### src/rtl/i2c_seq_pkg.sv
// Shared register map, command/status bit positions, response codes and state encodings
// for the I2C transfer sequencer and its APB access engine.
package i2c_seq_pkg;

  localparam logic [7:0] REG_PRE    = 8'h00;
  localparam logic [7:0] REG_CTRL   = 8'h04;
  localparam logic [7:0] REG_TX     = 8'h08;
  localparam logic [7:0] REG_RX     = 8'h0C;
  localparam logic [7:0] REG_CMD    = 8'h10;
  localparam logic [7:0] REG_STATUS = 8'h14;

  localparam int CMD_STA = 7;
  localparam int CMD_STO = 6;
  localparam int CMD_RD  = 5;
  localparam int CMD_WR  = 4;
  localparam int CMD_ACK = 3;

  localparam int ST_RXACK = 7;
  localparam int ST_BUSY  = 6;
  localparam int ST_AL    = 5;
  localparam int ST_TIP   = 1;

  localparam logic [7:0] CTRL_EN = 8'h80;

  localparam logic [1:0] ERR_OK      = 2'b00;
  localparam logic [1:0] ERR_NACK    = 2'b01;
  localparam logic [1:0] ERR_AL      = 2'b10;
  localparam logic [1:0] ERR_TIMEOUT = 2'b11;

  typedef enum logic [3:0] {
    INIT_PRE, INIT_CTRL, IDLE, WR_TX, WR_CMD, GAP,
    POLL, CHECK, STOP, STOP_POLL, RD_RX, RSP
  } seq_state_t;

  typedef enum logic [1:0] {APB_IDLE, APB_SETUP, APB_ACCESS} apb_phase_t;

  function automatic logic [7:0] cmd_bits(input logic sta, input logic sto, input logic rd,
                                          input logic wr, input logic ack);
    logic [7:0] c;
    c = '0;
    c[CMD_STA] = sta;
    c[CMD_STO] = sto;
    c[CMD_RD]  = rd;
    c[CMD_WR]  = wr;
    c[CMD_ACK] = ack;
    return c;
  endfunction

  localparam logic [7:0] CMD_STOP = 8'h40;

  // Command for each byte stage; a read repeats START at stage 2 and NACK+STOP-reads at stage 3.
  function automatic logic [7:0] stage_cmd(input logic write, input logic [1:0] step);
    case (step)
      2'd0:    return cmd_bits(1'b1, 1'b0, 1'b0, 1'b1, 1'b0);
      2'd1:    return cmd_bits(1'b0, 1'b0, 1'b0, 1'b1, 1'b0);
      2'd2:    return write ? cmd_bits(1'b0, 1'b1, 1'b0, 1'b1, 1'b0)
                            : cmd_bits(1'b1, 1'b0, 1'b0, 1'b1, 1'b0);
      default: return cmd_bits(1'b0, 1'b1, 1'b1, 1'b0, 1'b1);
    endcase
  endfunction

  function automatic logic [7:0] stage_tx(input logic write, input logic [1:0] step,
                                          input logic [6:0] dev, input logic [7:0] regaddr,
                                          input logic [7:0] wdata);
    case (step)
      2'd0:    return {dev, 1'b0};
      2'd1:    return regaddr;
      default: return write ? wdata : {dev, 1'b1};
    endcase
  endfunction

endpackage

### src/rtl/i2c_seq_apb_master.sv
// Performs one APB access per start pulse; done pulses one cycle after the PREADY completion.
// Setup lasts one cycle; access phase stretches for as long as the slave holds PREADY low.
module i2c_seq_apb_master
  import i2c_seq_pkg::*;
#(
  parameter int APB_ADDR_WIDTH = 12
) (
  input  logic                      clk,
  input  logic                      rst_n,
  input  logic                      start,
  input  logic                      write,
  input  logic [APB_ADDR_WIDTH-1:0] addr,
  input  logic [31:0]               wdata,
  output logic                      done,
  output logic [31:0]               rdata,
  output logic [APB_ADDR_WIDTH-1:0] PADDR,
  output logic [31:0]               PWDATA,
  output logic                      PWRITE,
  output logic                      PSEL,
  output logic                      PENABLE,
  input  logic [31:0]               PRDATA,
  input  logic                      PREADY
);

  apb_phase_t phase;

  always_ff @(posedge clk) begin
    if (!rst_n) begin
      phase   <= APB_IDLE;
      PADDR   <= '0;
      PWDATA  <= '0;
      PWRITE  <= 1'b0;
      PSEL    <= 1'b0;
      PENABLE <= 1'b0;
      done    <= 1'b0;
      rdata   <= '0;
    end else begin
      done <= 1'b0;
      case (phase)
        APB_IDLE: if (start) begin
          PADDR  <= addr;
          PWDATA <= wdata;
          PWRITE <= write;
          PSEL   <= 1'b1;
          phase  <= APB_SETUP;
        end
        APB_SETUP: begin
          PENABLE <= 1'b1;
          phase   <= APB_ACCESS;
        end
        APB_ACCESS: if (PREADY) begin
          PSEL    <= 1'b0;
          PENABLE <= 1'b0;
          done    <= 1'b1;
          rdata   <= PRDATA;
          phase   <= APB_IDLE;
        end
        default: phase <= APB_IDLE;
      endcase
    end
  end

endmodule

### src/rtl/i2c_xfer_sequencer.sv
// Turns single-register I2C read/write requests into APB command sequences for an I2C core.
// Variable latency; req_ready only in IDLE, response held until rsp_ready.
module i2c_xfer_sequencer
  import i2c_seq_pkg::*;
#(
  parameter int          APB_ADDR_WIDTH = 12,
  parameter logic [15:0] PRESCALE       = 16'd99,
  parameter int          POLL_LIMIT     = 1024
) (
  input  logic                      HCLK,
  input  logic                      HRESETn,
  input  logic                      req_valid,
  output logic                      req_ready,
  input  logic                      req_write,
  input  logic [6:0]                req_dev,
  input  logic [7:0]                req_reg,
  input  logic [7:0]                req_wdata,
  output logic                      rsp_valid,
  input  logic                      rsp_ready,
  output logic [7:0]                rsp_rdata,
  output logic [1:0]                rsp_err,
  output logic [APB_ADDR_WIDTH-1:0] PADDR,
  output logic [31:0]               PWDATA,
  output logic                      PWRITE,
  output logic                      PSEL,
  output logic                      PENABLE,
  input  logic [31:0]               PRDATA,
  input  logic                      PREADY
);

  localparam int PCW = $clog2(POLL_LIMIT + 1);

  seq_state_t     state;
  logic [1:0]     step;
  logic [PCW-1:0] poll_cnt;
  logic           pending;
  logic           apb_start;
  logic           apb_done;
  logic [31:0]    apb_rdata;
  logic           lat_write;
  logic [6:0]     lat_dev;
  logic [7:0]     lat_reg;
  logic [7:0]     lat_wdata;

  logic                      acc_need;
  logic                      acc_write;
  logic [7:0]                acc_off;
  logic [31:0]               acc_wdata;
  logic [7:0]                status;
  logic                      last_step;
  logic                      poll_last;
  logic                      unused_rdata;

  assign status       = apb_rdata[7:0];
  assign unused_rdata = ^apb_rdata[31:8];
  assign last_step    = lat_write ? (step == 2'd2) : (step == 2'd3);
  assign poll_last    = (poll_cnt == PCW'(POLL_LIMIT - 1));

  always_comb begin
    acc_need  = 1'b1;
    acc_write = 1'b1;
    acc_off   = REG_CMD;
    acc_wdata = '0;
    case (state)
      INIT_PRE: begin
        acc_off   = REG_PRE;
        acc_wdata = {16'h0000, PRESCALE};
      end
      INIT_CTRL: begin
        acc_off   = REG_CTRL;
        acc_wdata = {24'h0, CTRL_EN};
      end
      WR_TX: begin
        acc_off   = REG_TX;
        acc_wdata = {24'h0, stage_tx(lat_write, step, lat_dev, lat_reg, lat_wdata)};
      end
      WR_CMD:  acc_wdata = {24'h0, stage_cmd(lat_write, step)};
      STOP:    acc_wdata = {24'h0, CMD_STOP};
      POLL, STOP_POLL: begin
        acc_write = 1'b0;
        acc_off   = REG_STATUS;
      end
      RD_RX: begin
        acc_write = 1'b0;
        acc_off   = REG_RX;
      end
      default: acc_need = 1'b0;
    endcase
  end

  i2c_seq_apb_master #(.APB_ADDR_WIDTH(APB_ADDR_WIDTH)) u_apb (
    .clk     (HCLK),
    .rst_n   (HRESETn),
    .start   (apb_start),
    .write   (acc_write),
    .addr    (APB_ADDR_WIDTH'(acc_off)),
    .wdata   (acc_wdata),
    .done    (apb_done),
    .rdata   (apb_rdata),
    .PADDR   (PADDR),
    .PWDATA  (PWDATA),
    .PWRITE  (PWRITE),
    .PSEL    (PSEL),
    .PENABLE (PENABLE),
    .PRDATA  (PRDATA),
    .PREADY  (PREADY)
  );

  // Every access state launches exactly one APB access and advances only on its done pulse.
  always_ff @(posedge HCLK) begin
    if (!HRESETn) begin
      state     <= INIT_PRE;
      step      <= 2'd0;
      poll_cnt  <= '0;
      pending   <= 1'b0;
      apb_start <= 1'b0;
      req_ready <= 1'b0;
      rsp_valid <= 1'b0;
      rsp_rdata <= 8'h00;
      rsp_err   <= ERR_OK;
      lat_write <= 1'b0;
      lat_dev   <= 7'h00;
      lat_reg   <= 8'h00;
      lat_wdata <= 8'h00;
    end else begin
      apb_start <= 1'b0;
      if (acc_need && !pending) begin
        apb_start <= 1'b1;
        pending   <= 1'b1;
      end
      if (apb_done) pending <= 1'b0;

      case (state)
        INIT_PRE:  if (apb_done) state <= INIT_CTRL;
        INIT_CTRL: if (apb_done) begin
          state     <= IDLE;
          req_ready <= 1'b1;
        end
        IDLE: if (req_valid && req_ready) begin
          lat_write <= req_write;
          lat_dev   <= req_dev;
          lat_reg   <= req_reg;
          lat_wdata <= req_wdata;
          req_ready <= 1'b0;
          step      <= 2'd0;
          rsp_rdata <= 8'h00;
          rsp_err   <= ERR_OK;
          state     <= WR_TX;
        end
        WR_TX:  if (apb_done) state <= WR_CMD;
        WR_CMD: if (apb_done) state <= GAP;
        GAP: begin
          poll_cnt <= '0;
          state    <= POLL;
        end
        POLL: if (apb_done) begin
          poll_cnt <= poll_cnt + 1'b1;
          if (!status[ST_TIP]) begin
            state <= CHECK;
          end else if (poll_last) begin
            rsp_err <= ERR_TIMEOUT;
            state   <= STOP;
          end
        end
        CHECK: begin
          if (status[ST_AL]) begin
            rsp_err   <= ERR_AL;
            rsp_valid <= 1'b1;
            state     <= RSP;
          end else if (status[ST_RXACK] && !(!lat_write && step == 2'd3)) begin
            rsp_err <= ERR_NACK;
            state   <= STOP;
          end else if (last_step) begin
            if (lat_write) begin
              rsp_valid <= 1'b1;
              state     <= RSP;
            end else begin
              state <= RD_RX;
            end
          end else begin
            step  <= step + 2'd1;
            state <= (!lat_write && step == 2'd2) ? WR_CMD : WR_TX;
          end
        end
        STOP: if (apb_done) begin
          poll_cnt <= '0;
          if (rsp_err == ERR_TIMEOUT) begin
            rsp_valid <= 1'b1;
            state     <= RSP;
          end else begin
            state <= STOP_POLL;
          end
        end
        // Bounded like the main wait so a stuck bus still produces a response.
        STOP_POLL: if (apb_done) begin
          poll_cnt <= poll_cnt + 1'b1;
          if (!status[ST_BUSY] || poll_last) begin
            rsp_valid <= 1'b1;
            state     <= RSP;
          end
        end
        RD_RX: if (apb_done) begin
          rsp_rdata <= apb_rdata[7:0];
          rsp_valid <= 1'b1;
          state     <= RSP;
        end
        RSP: if (rsp_ready) begin
          rsp_valid <= 1'b0;
          req_ready <= 1'b1;
          state     <= IDLE;
        end
        default: state <= INIT_PRE;
      endcase
    end
  end

endmodule

### config.mk
export PLATFORM = sky130hd
export DESIGN_NAME = i2c_xfer_sequencer
export DESIGN_NICKNAME = d
export VERILOG_FILES = /design/src/rtl/i2c_seq_pkg.sv /design/src/rtl/i2c_seq_apb_master.sv /design/src/rtl/i2c_xfer_sequencer.sv
export SDC_FILE = /design/constraint.sdc
export NUM_CORES = 1
export LEC_CHECK = 0
export CAP_MARGIN = 40
export CORE_AREA = 2 2 121 170
export DETAILED_ROUTE_END_ITERATION = 12
export DIE_AREA = 0 0 123 172
export DONT_BUFFER_PORTS = 1
export HOLD_SLACK_MARGIN = 0.1
export SETUP_SLACK_MARGIN = 0.2
export SLEW_MARGIN = 25
export SYNTH_ARGS = -nofsm -noshare
export SYNTH_HDL_FRONTEND = slang
export SYNTH_HIERARCHICAL = 1
export SYNTH_SLANG_ARGS = --single-unit
### constraint.sdc
create_clock -name HCLK -period 1.9 [get_ports HCLK]
set_input_delay 0.095 -clock HCLK [delete_from_list [all_inputs] [get_ports HCLK]]
set_output_delay 0.095 -clock HCLK [all_outputs]
set_load 0.01 [all_outputs]
==> flow_summary.yaml, run 1 <==
logic_synthesis:
  netlist_instances: 654
  syn_area_um2: 5730
  ys.warnings.count: 6
  post_syn_area_per_cell_um2: 8.76
global_routing:
  grt_pass1_vias: 4600
  overflow: 0
  antenna_found_initial: 0
  grt_util_all_layers: 0.142
  largest_net_degree_at_the_start_of_global_routing: 73
  global_route_wire_length_before_repair_mm: 23.2
drt:
  wire_per_inst_um: 14.9
  number_of_nets_still_failing_antenna_checks_after_routing: 0
  first_iter_violations: 239
  via_count: 4875
  detailed_routing_iteration_count_for_the_pre_antenna_repair_pass: 4
  drc_errors: 0
  drt_wl_total_mm: 15.2
  drt-vias-per-instance: 4.76
layout:
  regMostFlops: "u_apb/PWDATA"
  layout-area-overhead-vs-synth_pct: 34.0
  antennaDiodeCount: 0
  largest_register_ffs: 32
  biggestRegsByFlops: "u_apb/PWDATA (32), u_apb/PADDR (12), poll_cnt (11)"
  postLayoutCoreUtil: 0.390
  drive_above_1_share: 0.320
  post_layout_nonfiller_instances: 1025
  layout_net_count: 828
power_and_ir_drop:
  power.sequential.fraction: 0.390
  clockPowerShare: 0.477
  static-leakage-power_nw: 2.76
  power.switching_fraction: 0.269
  p_total_mw: 6.62
  net-switching-power_mw: 1.78
  power.ir.vdd_worst_uv: 806
  power.density_nw_per_um2: 862
  cell_internal_pwr_mw: 4.84
  combPwrFrac: 0.133
placed_design:
  buffer_ports.inserted: 0
  post-dp-hpwl_mm: 9.18
  placed_cells: 928
  routabilityCongestion: 0.842
timing:
  rsz0062_at_grt: "true"
  slew-limit-headroom: 0.661
  tightestPinTransition_ns: 0.509
  hold_violations: 0
  final_setup_tns_ns: 0
  fin_crit_ns: 1.82
  finalSetupViolCount: 0
  fmax_mhz: 548
  finalClockSkew_ns: 0.0107
  hold_ws_ns: 0.0968
  final-max-slew-violation-count: 0
  period_utilization: 0.960
worst_setup_path:
  crit_type: "reg -> reg"
  timing.critical_path.to_type: "flip-flop"
  cp_data_required_time_ns: 2.23
  critical_path_peak_fanout: 4
  setup_crit_start_kind: "flip-flop"
  cp.arrival_ns: 2.16
floorplanning:
  initial_utilization: 0.291
  die_x_um: 123
  fp-row-count: 61
  core-area_um2: 19700
  io-pin-count: 120
  design.die.area_um2: 21200
  chipHeight_um: 172
clock_network:
  cts_inserted_buffers: 17
  clock-sinks: 113
  cts_htree_levels: 4
  path_clk_slew_ns: 0.06
  later_pin_clock_latency_in_the_skew_report_ns: 0.42
  root_buffer: "sky130_fd_sc_hd__clkbuf_16"
  tritoncts_clock_tree: "done"
  cts.path.max_buffers: 2
job:
  drv.max_cap_violation_count: 0
hold_path:
  min_path_type: "in -> reg"
status:
  result_of_the_run: "finished, final reports clean"
## power by group through the flow
stage	clock, mW	combinational, mW	sequential [mW]
floorplan	0	0.621	2.58
global placement	0	0.665	2.65
detailed placement	0	0.666	2.65
CTS	3.24	0.799	2.60
global route	3.36	0.956	2.59
finish	3.16	0.882	2.58
## layer usage
metal | up-vias | routed length, um | track usage
met4 | 0 | 356 | 0.0603
met3 | 25 | 669 | 0.0422
met2 | 109 | 7760 | 0.245
met5 | - | 0 | 0
met1 | 2274 | 6440 | 0.163
li1 | 2467 | - | -
## placed cells by master (no fill, tap or decap), types with 7 or more instances in the layout
| cell | n |
|---|---|
| sky130_fd_sc_hd__a21oi_1 | 39 |
| sky130_fd_sc_hd__a22oi_1 | 7 |
| sky130_fd_sc_hd__buf_4 | 46 |
| sky130_fd_sc_hd__clkbuf_16 | 19 |
| sky130_fd_sc_hd__conb_1 | 33 |
| sky130_fd_sc_hd__dfxtp_1 | 102 |
| sky130_fd_sc_hd__dlygate4sd3_1 | 54 |
| sky130_fd_sc_hd__inv_1 | 7 |
| sky130_fd_sc_hd__nand2_1 | 122 |
| sky130_fd_sc_hd__nand3_2 | 53 |
| sky130_fd_sc_hd__nor2_1 | 38 |
| sky130_fd_sc_hd__o21ai_0 | 17 |
| sky130_fd_sc_hd__o21ai_2 | 53 |
| sky130_fd_sc_hd__xor2_1 | 7 |
## critical path: stages, from the launching register on
cell and delay, ns:
sky130_fd_sc_hd__dfxtp_4 0.38, sky130_fd_sc_hd__buf_4 0.12, sky130_fd_sc_hd__ha_1 0.18, sky130_fd_sc_hd__nor2b_1 0.31
sky130_fd_sc_hd__nor2_1 0.07, sky130_fd_sc_hd__o221a_2 0.27, sky130_fd_sc_hd__nor2b_1 0.15, sky130_fd_sc_hd__a211oi_1 0.23
## area by class of cell
type | count | area (um2)
inverter | 10 | 42.5
timing repair buffer | 113 | 1110
clock inverter | 12 | 135
sequential | 113 | 2290
tap | 252 | 315
clock buffer | 20 | 447
fill | 1948 | 12000
multi-input combinational | 505 | 3340
## worst paths after layout
check	startpoint	end	slack (ns)	cells past startpoint
min reg2reg	pending	apb_start	0.42	1
max reg2reg	step[0]	rsp_err[0]	0.08	7
max	step[0]	rsp_err[0]	0.08	7
min	PREADY	u_apb/done	0.1	3
## stage by stage
step	setup slack [ns]	instance area, um2
after floorplan	0.230	5860
after global placement	0.0634	6160
after detailed placement	0.0718	6160
after CTS	0.116	7430
after global routing	-0.0280	7680
final	0.0766	7680
## timing repair
item / in CTS / in global routing
resized for setup: 25 / 45
hold buffers: 54 / 1
gates cloned: 1 / 2
buffers inserted: 3 / 4
endpoints found under the setup margin: 44 / 59
endpoints found under the hold margin: 97 / 3
pin swaps: 6 / 13
Note: power is estimated with default switching activity, not from simulation.
==> run 2: changes to the inputs <==
--- a/config.mk
+++ b/config.mk
@@ -11,6 +11,7 @@
 export DIE_AREA = 0 0 123 172
 export DONT_BUFFER_PORTS = 1
 export HOLD_SLACK_MARGIN = 0.1
+export RECOVER_POWER = 50
 export SETUP_SLACK_MARGIN = 0.2
 export SLEW_MARGIN = 25
 export SYNTH_ARGS = -nofsm -noshare
==> run 2 against run 1 <==
First-iteration DRC count did not move. Via count about the same. Sequential cell count stayed put. Hold slack barely moved. Sequential share of layout area barely moved. Critical endpoint unchanged. Largest power group unchanged. Highest routed layer unchanged.
==> flow_summary.yaml, run 2 (synthesized netlist as in run 1, its figures left out) <==
status:
  result_of_the_run: "finished, final reports clean"
layout:
  layout-area-overhead-vs-synth_pct: 33.9
  seq_area_um2: 2290
  mostFrequentLayoutCells: "sky130_fd_sc_hd__nand2_1, sky130_fd_sc_hd__dfxtp_1, sky130_fd_sc_hd__dlygate4sd3_1, sky130_fd_sc_hd__nand3_2, sky130_fd_sc_hd__o21ai_2"
  drive_above_1_share: 0.320
  multi_input_comb_area_um2: 3340
  layout_net_count: 828
  fillerInstances: 1949
  largest_register_ffs: 32
  postLayoutCoreUtil: 0.390
  biggestRegsByFlops: "u_apb/PWDATA (32), u_apb/PADDR (12), poll_cnt (11)"
  most_common_cell_after_layout_fill_and_taps_aside: "sky130_fd_sc_hd__nand2_1"
  antennaDiodeCount: 0
  regMostFlops: "u_apb/PWDATA"
global_routing:
  global_route_wire_length_before_repair_mm: 23.2
  grt_pass1_vias: 4600
  overflow: 0
  largest_net_degree_at_the_start_of_global_routing: 73
  antenna_found_initial: 0
  grt_util_all_layers: 0.142
worst_setup_path:
  timing.reg2reg.setup_slack_ns: 0.08
  worstReg2RegEnd: "rsp_err[0]"
  setup_crit_start_kind: "flip-flop"
  r2r.worst_path.cells: 7
  worst_setup_path_endpoint: "rsp_err[0]"
  cp.arrival_ns: 2.16
  worst_setup_path_startpoint: "step[0]"
  cp_data_required_time_ns: 2.23
  timing.critical_path.to_type: "flip-flop"
  critical_register_to_register_path_startpoint: "step[0]"
  crit_type: "reg -> reg"
  critical_path_peak_fanout: 4
clock_network:
  root_buffer: "sky130_fd_sc_hd__clkbuf_16"
  tritoncts_clock_tree: "done"
  path_clk_slew_ns: 0.06
  cts.path.max_buffers: 2
  clock-sinks: 113
  later_pin_clock_latency_in_the_skew_report_ns: 0.42
  cts_htree_levels: 4
  cts_inserted_buffers: 17
drt:
  first_iter_violations: 239
  drc_errors: 0
  drt_wl_total_mm: 15.2
  number_of_nets_still_failing_antenna_checks_after_routing: 0
  drt-vias-per-instance: 4.76
  wire_per_inst_um: 14.9
  detailed_routing_iteration_count_for_the_pre_antenna_repair_pass: 4
  via_count: 4877
timing:
  fin_crit_ns: 1.82
  finalClockSkew_ns: 0.0107
  fmax_mhz: 548
  period_utilization: 0.960
  hold_violations: 0
  final-max-slew-violation-count: 0
  layout_setup_ws_ns: 0.0766
  rsz0062_at_grt: "true"
  tightestPinTransition_ns: 0.637
  hold_ws_ns: 0.0968
  finalSetupViolCount: 0
  slew-limit-headroom: 0.575
floorplanning:
  design.die.area_um2: 21200
  chipHeight_um: 172
  io-pin-count: 120
  initial_utilization: 0.291
  core-area_um2: 19700
  die_x_um: 123
  fp-row-count: 61
placed_design:
  routabilityCongestion: 0.842
  place_ws_ns: 0.0718
  post-dp-hpwl_mm: 9.18
  buffer_ports.inserted: 0
hold_path:
  min_path_type: "in -> reg"
  worstHoldPathCells: 3
power_and_ir_drop:
  static-leakage-power_nw: 2.76
  power.density_nw_per_um2: 862
  power.ir.vdd_worst_uv: 806
  p_total_mw: 6.62
job:
  drv.max_cap_violation_count: 0
## run 2: cell count changes in the layout (fill, tap and decap cells not counted)
cell,previous run,this run
sky130_fd_sc_hd__buf_4,46,45
sky130_fd_sc_hd__clkbuf_2,1,2
## run 2: worst min-delay path by stage
stage | from | to | slack (ns)
2_1_floorplan | req_dev[0] | lat_dev[0] | 0.23
3_3_place_gp | req_wdata[2] | lat_wdata[2] | 0.23
3_5_place_dp | req_wdata[1] | lat_wdata[1] | 0.24
4_1_cts | PREADY | u_apb/done | 0.11
5_1_grt | PREADY | u_apb/done | 0.12
6_report | PREADY | u_apb/done | 0.1
## run 2: area by class of cell
type | instances | area share
clock buffer | 20 | 0.0582
clock inverter | 12 | 0.0176
inverter | 10 | 0.00554
multi-input combinational | 505 | 0.435
sequential | 113 | 0.298
tap | 252 | 0.0411
timing repair buffer | 113 | 0.144
## run 2: worst max-delay path: stages, from the launching register on
cell and delay, ns:
sky130_fd_sc_hd__dfxtp_4 0.38, sky130_fd_sc_hd__buf_4 0.12, sky130_fd_sc_hd__ha_1 0.18, sky130_fd_sc_hd__nor2b_1 0.31
sky130_fd_sc_hd__nor2_1 0.07, sky130_fd_sc_hd__o221a_2 0.27, sky130_fd_sc_hd__nor2b_1 0.15, sky130_fd_sc_hd__a211oi_1 0.23
## run 2: routing by layer
layer	GRT usage	routed length, um	vias to the layer above
li1	-	-	2466
met1	0.163	6450	2275
met2	0.245	7760	111
met3	0.0422	679	25
met4	0.0603	356	0
met5	0	0	-
## run 2: where the power goes
group | switching [mW] | total (mW) | internal (mW)
registers | 0.115 | 2.58 | 2.46
clock network | 1.19 | 3.16 | 1.96
logic | 0.476 | 0.882 | 0.406
## run 2: stage by stage
| step | cells | TNS [ns] | instance area, um2 |
|---|---|---|---|
| after global placement | 928 | 0 | 6160 |
| final | 1025 | 0 | 7670 |
| after global routing | 1025 | -0.0630 | 7670 |
| after CTS | 1018 | 0 | 7430 |
| after detailed placement | 928 | 0 | 6160 |
| after floorplan | 686 | 0 | 5860 |
## run 2: what timing repair did
action,4_1_cts,5_1_grt
resized for setup,25,45
endpoints found under the setup margin,44,59
pin swaps,6,13
setup buffers,3,4
hold buffers,54,1
cloned,1,2
hold endpoints to repair,97,3
==> run 3: changes to the inputs <==
--- a/config.mk
+++ b/config.mk
@@ -6,9 +6,9 @@
 export NUM_CORES = 1
 export LEC_CHECK = 0
 export CAP_MARGIN = 40
-export CORE_AREA = 2 2 121 170
+export CORE_AREA = 2 2 130 157
 export DETAILED_ROUTE_END_ITERATION = 12
-export DIE_AREA = 0 0 123 172
+export DIE_AREA = 0 0 132 159
 export DONT_BUFFER_PORTS = 1
 export HOLD_SLACK_MARGIN = 0.1
 export RECOVER_POWER = 50
==> run 3 against run 2 <==
Largest power group unchanged. Critical path type unchanged. Utilization increased by 1.5 points. Routed wire length increased by 0.89%. Non-clock buffer count increased by 19.
==> flow_summary.yaml, run 3 (synthesized netlist as in run 1, its figures left out) <==
timing:
  hold_violations: 0
  period_utilization: 0.918
  final_setup_tns_ns: 0
  rsz0062_at_grt: "true"
  fmax_mhz: 573
  finalSetupViolCount: 0
  slew-limit-headroom: 0.415
  tightestPinTransition_ns: 0.877
  finalClockSkew_ns: 0.00707
  fin_crit_ns: 1.75
  final-max-slew-violation-count: 0
hold_path:
  hold_path_startpoint: "req_valid"
  worstHoldPathCells: 4
  min_path_type: "in -> reg"
  worstHoldEndpoint: "lat_wdata[0]"
global_routing:
  grt_pass1_vias: 4951
  grt_util_all_layers: 0.147
  overflow: 0
  global_route_wire_length_before_repair_mm: 24.9
  antenna_found_initial: 0
  largest_net_degree_at_the_start_of_global_routing: 67
power_and_ir_drop:
  cell_internal_pwr_mw: 4.82
  power.switching_fraction: 0.270
  clockPowerShare: 0.483
  p_total_mw: 6.60
  combPwrFrac: 0.124
  power.sequential.fraction: 0.393
  power.density_nw_per_um2: 839
  net-switching-power_mw: 1.78
  static-leakage-power_nw: 2.79
  power.ir.vdd_worst_uv: 591
drt:
  detailed_routing_iteration_count_for_the_pre_antenna_repair_pass: 7
  drt-vias-per-instance: 4.77
  first_iter_violations: 355
  drc_errors: 0
  via_count: 5028
  drt_wl_total_mm: 15.4
  number_of_nets_still_failing_antenna_checks_after_routing: 0
  wire_per_inst_um: 14.6
clock_network:
  cts_inserted_buffers: 17
  cts.path.max_buffers: 2
  path_clk_slew_ns: 0.06
  tritoncts_clock_tree: "done"
  clock-sinks: 113
  later_pin_clock_latency_in_the_skew_report_ns: 0.41
  root_buffer: "sky130_fd_sc_hd__clkbuf_16"
  cts_htree_levels: 4
layout:
  post_layout_nonfiller_instances: 1053
  postLayoutCoreUtil: 0.405
  fillerInstances: 1925
  regMostFlops: "u_apb/PWDATA"
  mostFrequentLayoutCells: "sky130_fd_sc_hd__nand2_1, sky130_fd_sc_hd__dfxtp_1, sky130_fd_sc_hd__dlygate4sd3_1, sky130_fd_sc_hd__nand3_2, sky130_fd_sc_hd__buf_4"
  drive_above_1_share: 0.302
  layout_net_count: 847
  most_common_cell_after_layout_fill_and_taps_aside: "sky130_fd_sc_hd__nand2_1"
  biggestRegsByFlops: "u_apb/PWDATA (32), u_apb/PADDR (12), poll_cnt (11)"
  antennaDiodeCount: 0
  layout-area-overhead-vs-synth_pct: 37.2
  largest_register_ffs: 32
floorplanning:
  initial_utilization: 0.295
  chipHeight_um: 159
  io-pin-count: 120
  die_x_um: 132
  core-area_um2: 19400
  fp-row-count: 56
  design.die.area_um2: 21000
worst_setup_path:
  critPathSlowestCell: "sky130_fd_sc_hd__a222oi_1"
  setup_crit_start_kind: "flip-flop"
  timing.reg2reg.setup_slack_ns: 0.15
  timing.critical_path.to_type: "flip-flop"
  critical_path.cell_chain: "buf_12, ha_4, buf_4, a222oi_1, nor2_1, o21a_1, nand3_2, o21ai_2"
  critical_path_peak_fanout: 5
  worst-path-buf-inv: 2
  timing.critical_path.slowest_cell_delay_ns: 0.40
  worstReg2RegEnd: "u_apb/PWDATA[1]"
  cp_data_required_time_ns: 2.17
  timing.critical_path.max_delay_family: "compound AO/OA/AOI/OAI gates"
  crit_type: "reg -> reg"
  cp.arrival_ns: 2.02
  r2r.worst_path.cells: 8
  critical_register_to_register_path_startpoint: "step[0]"
placed_design:
  routabilityCongestion: 0.862
  buffer_ports.inserted: 0
  placed_cells: 930
  post-dp-hpwl_mm: 9.31
status:
  result_of_the_run: "finished, final reports clean"
job:
  drv.max_cap_violation_count: 0
run 3: cell count changes in the layout (fill, tap and decap cells not counted), sizes merged:
| cell | change |
|---|---|
| buf | +7 |
| clkbuf | -5 |
| inv | +2 |
| clkinvlp | -1 |
| dlygate4sd3 | +15 |
| clkinv | +1 |
run 3: timing repair:
action,in CTS,in global routing
resized for setup,23,41
hold buffers,71,0
endpoints found under the hold margin,108,0
pin swaps,5,26
endpoints found under the setup margin,53,36
gates cloned,0,1
buffers inserted,1,18
run 3: worst min-delay path, delay by kind of cell:
kind	cells	cell delay, ns
AOI/OAI and AO/OA	1	0.05
buffers and inverters	1	0.21
and+or+nand+nor	2	0.14
run 3: metal layers:
layer / global-route usage / wire [um]
met5: 0 / 0
met4: 0.0519 / 328
met3: 0.0503 / 964
met2: 0.249 / 7550
met1: 0.171 / 6550
run 3: layout make-up:
| class | instances | area [um2] | share of cell area |
|---|---|---|---|
| multi-input combinational | 505 | 3330 | 0.423 |
| sequential | 113 | 2280 | 0.290 |
| timing repair buffer | 132 | 1290 | 0.164 |
| clock buffer | 18 | 439 | 0.0559 |
| tap | 261 | 327 | 0.0415 |
| clock inverter | 14 | 158 | 0.0201 |
| inverter | 10 | 42.5 | 0.00541 |
run 3: metrics by stage:
stage	setup WS (ns)	area [um2]	hold slack, ns
final	0.155	7860	0.130
after detailed placement	0.0637	6170	0.238
after global routing	0.0415	7860	0.141
after global placement	0.0650	6170	0.235
after floorplan	0.230	5860	0.231
after CTS	0.183	7590	0.127
run 3: worst max path at each step:
stage	from	endpoint	slack, ns	depth (start not counted)
after global routing	step[0]	u_apb/PWDATA[3]	0.04	10
after detailed placement	state[0]	poll_cnt[8]	0.06	6
after global placement	step[0]	u_apb/PWDATA[1]	0.06	8
final	step[0]	u_apb/PWDATA[1]	0.15	8
after floorplan	state[0]	poll_cnt[8]	0.23	7
after CTS	state[1]	rsp_err[0]	0.18	6
run 3: power by group through the flow:
stage | clock [mW] | combinational [mW] | sequential, mW
6_report | 3.19 | 0.820 | 2.59
5_1_grt | 3.38 | 0.898 | 2.60
4_1_cts | 3.27 | 0.813 | 2.60
3_5_place_dp | 0 | 0.656 | 2.65
3_3_place_gp | 0 | 0.653 | 2.65
2_1_floorplan | 0 | 0.621 | 2.58
